$ cat config.mk
export PLATFORM = sky130hd
export DESIGN_NAME = serial_adder_ctrl
export DESIGN_NICKNAME = d
export VERILOG_FILES = /design/src/rtl/serial_adder_ctrl.sv
export SDC_FILE = /design/constraint.sdc
export NUM_CORES = 1
export LEC_CHECK = 0
export BUFFER_PORTS_ARGS = -buffer_cell sky130_fd_sc_hd__buf_2
export CORE_MARGIN = 5
export CORE_UTILIZATION = 58
export DETAILED_ROUTE_END_ITERATION = 8
export PLACE_DENSITY = 0.86
export SYNTH_ARGS = -nofsm -noshare
export SYNTH_HDL_FRONTEND = slang
export SYNTH_HIERARCHICAL = 1
export SYNTH_SLANG_ARGS = --single-unit
$ cat constraint.sdc
create_clock -name clk -period 2.5 [get_ports clk]
set_clock_uncertainty 0.15 [all_clocks]
set_input_delay 0.5 -clock clk [delete_from_list [all_inputs] [get_ports clk]]
set_output_delay 0.5 -clock clk [all_outputs]
set_load 0.03 [all_outputs]
$ cat src/rtl/serial_adder_ctrl.sv
// Bit-serial add/subtract sequencer built around a single 1-bit full-adder cell.
// Operands are shifted out LSB first, one bit per clock, with the carry held in a flop.
// A start/busy/done handshake frames each WIDTH-cycle operation.

// 1-bit full-adder cell: s = a^b^c, co = majority(a,b,c)
module fa_cell (
  input  logic a,
  input  logic b,
  input  logic c,
  output logic s,
  output logic co
);
  assign s  = a ^ b ^ c;
  assign co = (a & b) | (a & c) | (b & c);
endmodule

module serial_adder_ctrl #(
  parameter int WIDTH = 8
) (
  input  logic             clk,
  input  logic             rst,
  input  logic             start,
  input  logic [WIDTH-1:0] a,
  input  logic [WIDTH-1:0] b,
  input  logic             cin,
  input  logic             sub,
  output logic             busy,
  output logic             done,
  output logic [WIDTH-1:0] sum,
  output logic             cout,
  output logic             overflow
);
  localparam int CW = $clog2(WIDTH) + 1;
  localparam logic [CW-1:0] LAST = CW'(WIDTH - 1);

  typedef enum logic [1:0] {IDLE, RUN, DONE} state_t;

  state_t           state;
  logic [WIDTH-1:0] a_sr, b_sr, s_sr;
  logic             carry;
  logic [CW-1:0]    cnt;

  logic fa_s, fa_co;
  logic c_msb_in;
  logic last_step;

  fa_cell u_fa (
    .a (a_sr[0]),
    .b (b_sr[0]),
    .c (carry),
    .s (fa_s),
    .co(fa_co)
  );

  // On the MSB step the carry flop holds the carry into the MSB; it is consumed
  // on that same edge, so it needs no separate storage.
  assign last_step = (cnt == LAST);
  assign c_msb_in  = carry;

  // Sequencer: operand capture, serial stepping and registered result/handshake
  always_ff @(posedge clk) begin
    if (rst) begin
      state    <= IDLE;
      a_sr     <= '0;
      b_sr     <= '0;
      s_sr     <= '0;
      carry    <= 1'b0;
      cnt      <= '0;
      busy     <= 1'b0;
      done     <= 1'b0;
      sum      <= '0;
      cout     <= 1'b0;
      overflow <= 1'b0;
    end else begin
      case (state)
        IDLE: begin
          done <= 1'b0;
          if (start) begin
            // Subtraction is a + ~b + 1: invert b and force the carry-in.
            a_sr  <= a;
            b_sr  <= sub ? ~b : b;
            carry <= sub ? 1'b1 : cin;
            cnt   <= '0;
            busy  <= 1'b1;
            state <= RUN;
          end
        end
        RUN: begin
          a_sr  <= a_sr >> 1;
          b_sr  <= b_sr >> 1;
          s_sr  <= {fa_s, s_sr[WIDTH-1:1]};
          carry <= fa_co;
          cnt   <= cnt + 1'b1;
          if (last_step) begin
            // Results publish only here, so a reset mid-run never exposes a partial sum.
            sum      <= {fa_s, s_sr[WIDTH-1:1]};
            cout     <= fa_co;
            overflow <= c_msb_in ^ fa_co;
            busy     <= 1'b0;
            done     <= 1'b1;
            state    <= DONE;
          end
        end
        DONE: begin
          // One-cycle done pulse, start is ignored here.
          done  <= 1'b0;
          state <= IDLE;
        end
        default: begin
          busy  <= 1'b0;
          done  <= 1'b0;
          state <= IDLE;
        end
      endcase
    end
  end

endmodule

==> results.md, run 1 <==
* Crit path capture type: flip-flop
* Full die area at 0.004270 mm²
* Max Cap Violations at 0
* Inserted Clock Buffers at 5
* Maximum number of pins on one net before global-route repair at 36
* Average cell area after synthesis at roughly 8.8 µm²
* Cells traversed along the worst timing path: buf_4, nor2b_1, buf_4, a22oi_1, o22ai_1
* Post-DRT Antenna Nets at 0
* Yosys cell types at 37
* Count of yosys warnings during synthesis at 6
* Standby leakage power at slightly below 0.8 nW
* Signal arrival time at the worst endpoint at about 1.9 ns
* Commonest cells after routing, fill and taps aside: dfxtp_1, buf_2, a21oi_1
* Unrepaired setup endpoints after global routing: false
* Post-Synth Adder-Cell Area at 1.831%
* Clock Tree Buf Depth at 2
* Multiplexer share of the synthesized area at 0.5634%
* Post-synthesis simple-gate area fraction at 13.31%
* Cts hold-fix bufs at 0
* Number of buffers added on ports at 32
* Number of remaining DRC errors at 0
* Count of boundary I/O pins at 33
* Top cell type's share of synthesized area at between 40% and 50%
* Die Height at 65.35 µm
* Crit path launch type: flip-flop
* Mapped cell area at 0.001777 mm²
* Number of antenna cells inserted at 0
* Post-DR vias/cell at just under 6
* Leading cell types by total area after synthesis: dfxtp_1, a21oi_1, o21ai_0
* Required time reported for the critical path endpoint at roughly 2.6 ns
* Worst slew margin relative to its limit at 63.36%
* Die outline width at roughly 65 µm
* Drt initial violations at roughly 130
* Net Count, Synth at around 220
* Outcome: complete, no violations
* Path type of the worst min-delay path: primary input to flip-flop
* Cell type with the highest occurrence count on the critical path: buf_4
* Final #Nets at roughly 250
* Leading cell type in the layout, fill and taps excluded: dfxtp_1
* Final critical-path share of the clock period at between 70% and 80%
* Number of buffers and inverters on the critical path at 2
* CTS H-Tree Depth at 2
* Detailed placer's ending HPWL at ~2500 µm
* RePlAce Congestion at 0.7533
* Final core occ at around 66%
* Proportion of layout cells with a drive suffix above 1 at approximately a fifth
* CP max stage cell: nor2b_1
* Layout overhead on the synthesized area at 11.90%
* Average wire length per cell after detail routing at between 10 and 15 µm
* Setup WS pre-CTS at 0.7867 ns
* Worst Path Max Fanout at 15
* # setup viols final at 0
* Via count of the first global-routing pass at around 1400
* Mapped Cells at around 200
* Upper clock frequency limit at 571.4 MHz
* Combinational family with the most area after synthesis: compound AO/OA/AOI/OAI gates
* Number of search-and-repair iterations in the first detailed-routing pass at 5
* GRT Total Usage at between 10% and 20%
* Num rows at 20
* Number of gates given a new drive strength after cts at 0
* Clock sink count at 42
* Sequential share of the synthesized area at 47.32%
* Worst-skew pair later-pin latency at ~0.35 ns
* Clock-pin slew on the worst setup and hold paths at 0.12 ns
* Final Slew Violations at 0
* Dominant delay contributor by cell family on the critical path: simple AND/OR/NAND/NOR gates
* Number of antenna violations at the first check in global routing at 0
* Crit Path Class: flip-flop to flip-flop
* Smallest setup slack after layout at 0.7498 ns
* Synth Area in Compound Gates at around a quarter
* Power per Cell Area at a little over 600 mW/mm²
* Peak supply drop at 0.3486 mV
* Total of fill cells in the finished design at ~250
* Via count at 1531
* Synth Register Bits at 42
* Placeable core area at approximately 0.0030 mm²
* Hold Vio Cnt, Final at 0
* Final period demand of the worst path at ~1.8 ns
* Slew @ Worst Pin at approximately 0.55 ns
* Setup fix buffers added after clock tree synthesis at 0
* CTS tree: yes
* Global-route wire length before repair at about 6100 µm
* Initial core utilization at about three fifths
* Final sum of negative setup slack at 0 ns
* Clock tree root driver cell: clkbuf_4
* Global route total overflow at 0
* Final wirelength at approximately 3500 µm
* Xor/xnor share of the synthesized area at 4.437%
* Biggest area consumer among synthesized cells: dfxtp_1
* Worst stage delay on the critical path at between 0.4 and 0.5 ns
## worst register-to-register path, stage by stage (launching register included)
cell and delay (ns):
dfxtp_1 0.33, buf_4 0.18, nor2b_1 0.49, buf_4 0.27, a22oi_1 0.08, o22ai_1 0.17
## per-layer routing
metal / global-route usage (%) / vias up / routed length (µm)
met2: 29.46 / 43 / 1609
met3: 5.299 / 6 / 186
li1: - / 782 / -
met1: 22.60 / 700 / 1661
met4: 6.218 / 0 / 60
met5: 0 / - / 0
## through the flow
step           power (W)  std cells  cell area [µm²]  hold slack, ns
2_1_floorplan  0.0008344        201             1777          0.2866
3_3_place_gp   0.0008716        256             1928          0.2976
3_5_place_dp   0.0008747        256             1928          0.3034
4_1_cts         0.001217        264             1988          0.2775
5_1_grt         0.001268        264             1988          0.2867
6_report        0.001206        264             1988          0.2877
## kinds of logic after synthesis
family | after synthesis
compound gates | 77
xor+xnor | 9
buf+inv | 20
fa+ha+maj | 2
mux | 1
simple gates | 50
flops | 42
## final cells by class
| type | count | area [µm²] | area share (%) |
|---|---|---|---|
| inverter | 4 | 15.01 | 0.7552 |
| tap | 33 | 41.29 | 2.077 |
| multi-input combinational | 139 | 825.8 | 41.54 |
| clock buffer | 7 | 55.05 | 2.769 |
| timing repair buffer | 38 | 205.2 | 10.32 |
| clock inverter | 1 | 5.005 | 0.2517 |
| sequential | 42 | 840.8 | 42.29 |
## sequential cells by signal, summed over array words and instances (netlist names)
name,count
cnt,4
busy,1
c_msb_in,1
sum,8
s_sr,7
overflow,1
b_sr,8
a_sr,8
cout,1
state,2
done,1
## power breakdown
part           switching, W  internal, W  leakage (nW)  total [W]
Sequential        0.0000181     0.000697         0.343   0.000715
Clock              0.000209     0.000136        0.0353   0.000346
Combinational     0.0000815    0.0000629         0.391   0.000144
## cells in the mapped netlist
cell type and n:
nor3_2 1, o21ai_0 17, o21ba_2 1, xnor2_1 8, buf_4 6, o211a_1 1, xor2_1 1, a221oi_1 1
or3_1 1, a2bb2oi_1 1, buf_6 1, a311oi_1 1, nor2b_1 2, nor2_1 8, o31ai_1 2, a31oi_1 1
nor3_1 2, fa_1 1, dfxtp_1 42, a22oi_1 9, nand3b_1 1, nand2_1 17, nand2b_1 2, o2bb2ai_1 4
a21oi_1 26, buf_2 4, a211oi_1 1, and3b_1 1, inv_1 3, clkbuf_1 5, inv_2 1, nand3_1 15
o21ai_1 1, o21bai_1 1, o22ai_1 10, ha_1 1, mux2i_1 1
## path summary, 6_finish.rpt
path              slack (ns)  startpoint      end  cells after the start
setup / recovery        0.75    state[0]  b_sr[2]                      5
hold / removal          0.29        b[5]  b_sr[5]                      3
setup reg to reg        0.75    state[0]  b_sr[2]                      5
hold reg to reg         0.33      sum[0]   sum[0]                      2
No activity file was read; power rests on OpenSTA's default activity.
==> inputs of run 2 (changes only) <==
- CORE_UTILIZATION: 58 -> 49
- PLACE_DENSITY: 0.86 -> 0.78
- clock period: 2.5 -> 1.42 ns (I/O delays scaled with it)
==> run 2 against run 1 <==
Final area increased by 8.5%. Critical path depth decreased by 1. Worst setup slack got worse by 0.70 ns. Die area increased by 15%. Core utilization decreased by 3.1 points. Clock power increased by 79%. Worst hold slack got worse by 0.25 ns. Register-to-register slack got worse by 0.70 ns. Fmax increased by 27%. Sequential share of layout area decreased by 3.0 points. Flip-flop and latch count unchanged. Combinational power increased by 100%. Largest power group unchanged. Highest routed layer unchanged.
==> results.md, run 2 (synthesis gave the netlist of run 1 again) <==
* Outcome: complete, no violations
* Final wirelength at a little under 4000 µm
* Total met3 wirelength after detailed routing at approximately 210 µm
* Total of fill cells in the finished design at approximately 300
* Worst stage delay on the critical path at between 0.3 and 0.4 ns
* Full die area at 0.004930 mm²
* Internal power contribution at about 0.0016 W
* Peak supply drop at just over 0.8 mV
* Placeable core area at 0.003416 mm²
* Proportion of layout cells with a drive suffix above 1 at a little under 30%
* Path type of the worst min-delay path: primary input to flip-flop
* Inserted Clock Buffers at 5
* Die Height at roughly 70 µm
* Commonest cells after routing, fill and taps aside: dfxtp_1, a21oi_1, buf_2
* Met2 Wirelength at around 1800 µm
* Count of boundary I/O pins at 33
* Maximum number of pins on one net before global-route repair at 36
* Final sum of negative setup slack at 0 ns
* Cells traversed along the worst timing path: ha_2, and3b_2, buf_4, a311oi_1
* Detailed placer's ending HPWL at 2720 µm
* Global route total overflow at 0
* Crit path launch type: flip-flop
* Final Total Pwr at about 0.0022 W
* Via count at ~1600
* Smallest setup slack after layout at 0.04595 ns
* Number of gates given a new drive strength after cts at 0
* Number of antenna violations at the first check in global routing at 0
* Final critical-path share of the clock period at 96.76%
* Drt initial violations at about 110
* Clock-pin slew on the worst setup and hold paths at 0.15 ns
* Number of antenna cells inserted at 0
* Num rows at 21
* Max Used Layer: met4
* Crit path capture type: flip-flop
* Standby leakage power at just over 0.8 nW
* Average wire length per cell after detail routing at 13.46 µm
* Post-DR vias/cell at around 5.4
* Power share of the clock group at between 20% and 30%
* Number of remaining DRC errors at 0
* Number of buffers and inverters on the critical path at 1
* Switching power at 0.0006058 W
* WL met1 at approximately 1800 µm
* RePlAce Congestion at 0.7764
* Leading cell type in the layout, fill and taps excluded: dfxtp_1
* Max Cap Violations at 0
* CTS H-Tree Depth at 2
* Worst slack on hold paths at about 0.04 ns
* Layout overhead on the synthesized area at 21.41%
* Worst slew margin relative to its limit at around 81%
* GRT Total Usage at between 15 and 20%
* Worst-skew pair later-pin latency at 0.38 ns
* Upper clock frequency limit at about 730 MHz
* Final period demand of the worst path at approximately 1.4 ns
* Clock sink count at between 40 and 50
* Signal arrival time at the worst endpoint at between 1.5 and 2 ns
* Setup WS pre-CTS at 0.02960 ns
* Final #Nets at around 260
* Top Registers: a_sr x8, b_sr x8, sum x8
* Net switching share of the total power at between 20 and 30%
* CP max stage cell: dfxtp_2
* Cts hold-fix bufs at 0
* Clock Tree Buf Depth at 2
* Initial core utilization at between 50% and 60%
* Clock tree root driver cell: clkbuf_4
* Via count of the first global-routing pass at roughly 1500
* Slew @ Worst Pin at approximately 0.28 ns
* Worst Path Max Fanout at 5
* Power per Cell Area at between 1000 and 1500 mW/mm²
* Crit Path Class: flip-flop to flip-flop
* Die outline width at 70.22 µm
* Required time reported for the critical path endpoint at approximately 1.6 ns
* Number of buffers added on ports at 32
* Number of search-and-repair iterations in the first detailed-routing pass at 4
* Dominant delay contributor by cell family on the critical path: flip-flops
* CTS tree: yes
* Global-route wire length before repair at 6665 µm
* # setup viols final at 0
* Multi-input logic area at between 800 and 900 µm²
* Comb pwr share at between 10% and 20%
* Hold Vio Cnt, Final at 0
* Post-DRT Antenna Nets at 0
* Combined flip-flop and latch cell area at approximately 850 µm²
* Sequential cell fraction of total power at 58.1%
* Setup fix buffers added after clock tree synthesis at 0
* Final Slew Violations at 0
-- run 2: worst min-delay path: cells and delay by family --
| kind | cells | cell delay (ns) |
|---|---|---|
| AO/OA/AOI/OAI | 1 | 0.09 |
| XOR/XNOR | 1 | 0.06 |
| buffers and inverters | 1 | 0.08 |
-- run 2: power by group through the flow --
stage | sequential, W | clock [W] | combinational, W
global route | 0.00127 | 0.000678 | 0.000329
floorplan | 0.00128 | 0 | 0.000185
CTS | 0.00126 | 0.000631 | 0.000285
detailed placement | 0.00129 | 0 | 0.000284
global placement | 0.00128 | 0 | 0.000280
finish | 0.00126 | 0.000618 | 0.000291
-- run 2: worst paths after layout --
kind | cells after the start | slack, ns | end | from
max reg2reg | 4 | 0.05 | overflow | cnt[0]
max | 4 | 0.05 | overflow | cnt[0]
min | 3 | 0.04 | b_sr[6] | b[6]
min reg2reg | 2 | 0.32 | s_sr[1] | s_sr[1]
-- run 2: routing by layer --
| metal | track usage [%] | up-vias |
|---|---|---|
| met1 | 22.07 | 719 |
| li1 | - | 802 |
| met5 | 0 | - |
| met2 | 25.29 | 38 |
| met3 | 4.448 | 6 |
| met4 | 7.021 | 0 |
-- run 2: area by class of cell --
| type | instances | share of cell area, % |
|---|---|---|
| Sequential cell | 42 | 39.27 |
| Multi-Input combinational cell | 139 | 39.15 |
| Timing Repair Buffer | 49 | 15.37 |
| Tap cell | 46 | 2.668 |
| Clock buffer | 5 | 1.740 |
| Clock inverter | 3 | 1.102 |
| Inverter | 4 | 0.6961 |
-- run 2: metrics by stage --
stage,utilization [%],area [µm²],std cells
floorplan,-,1777,201
global route,63.15,2157,288
CTS,61.87,2113,288
global placement,60.07,2052,280
detailed placement,60.07,2052,280
finish,63.15,2157,288
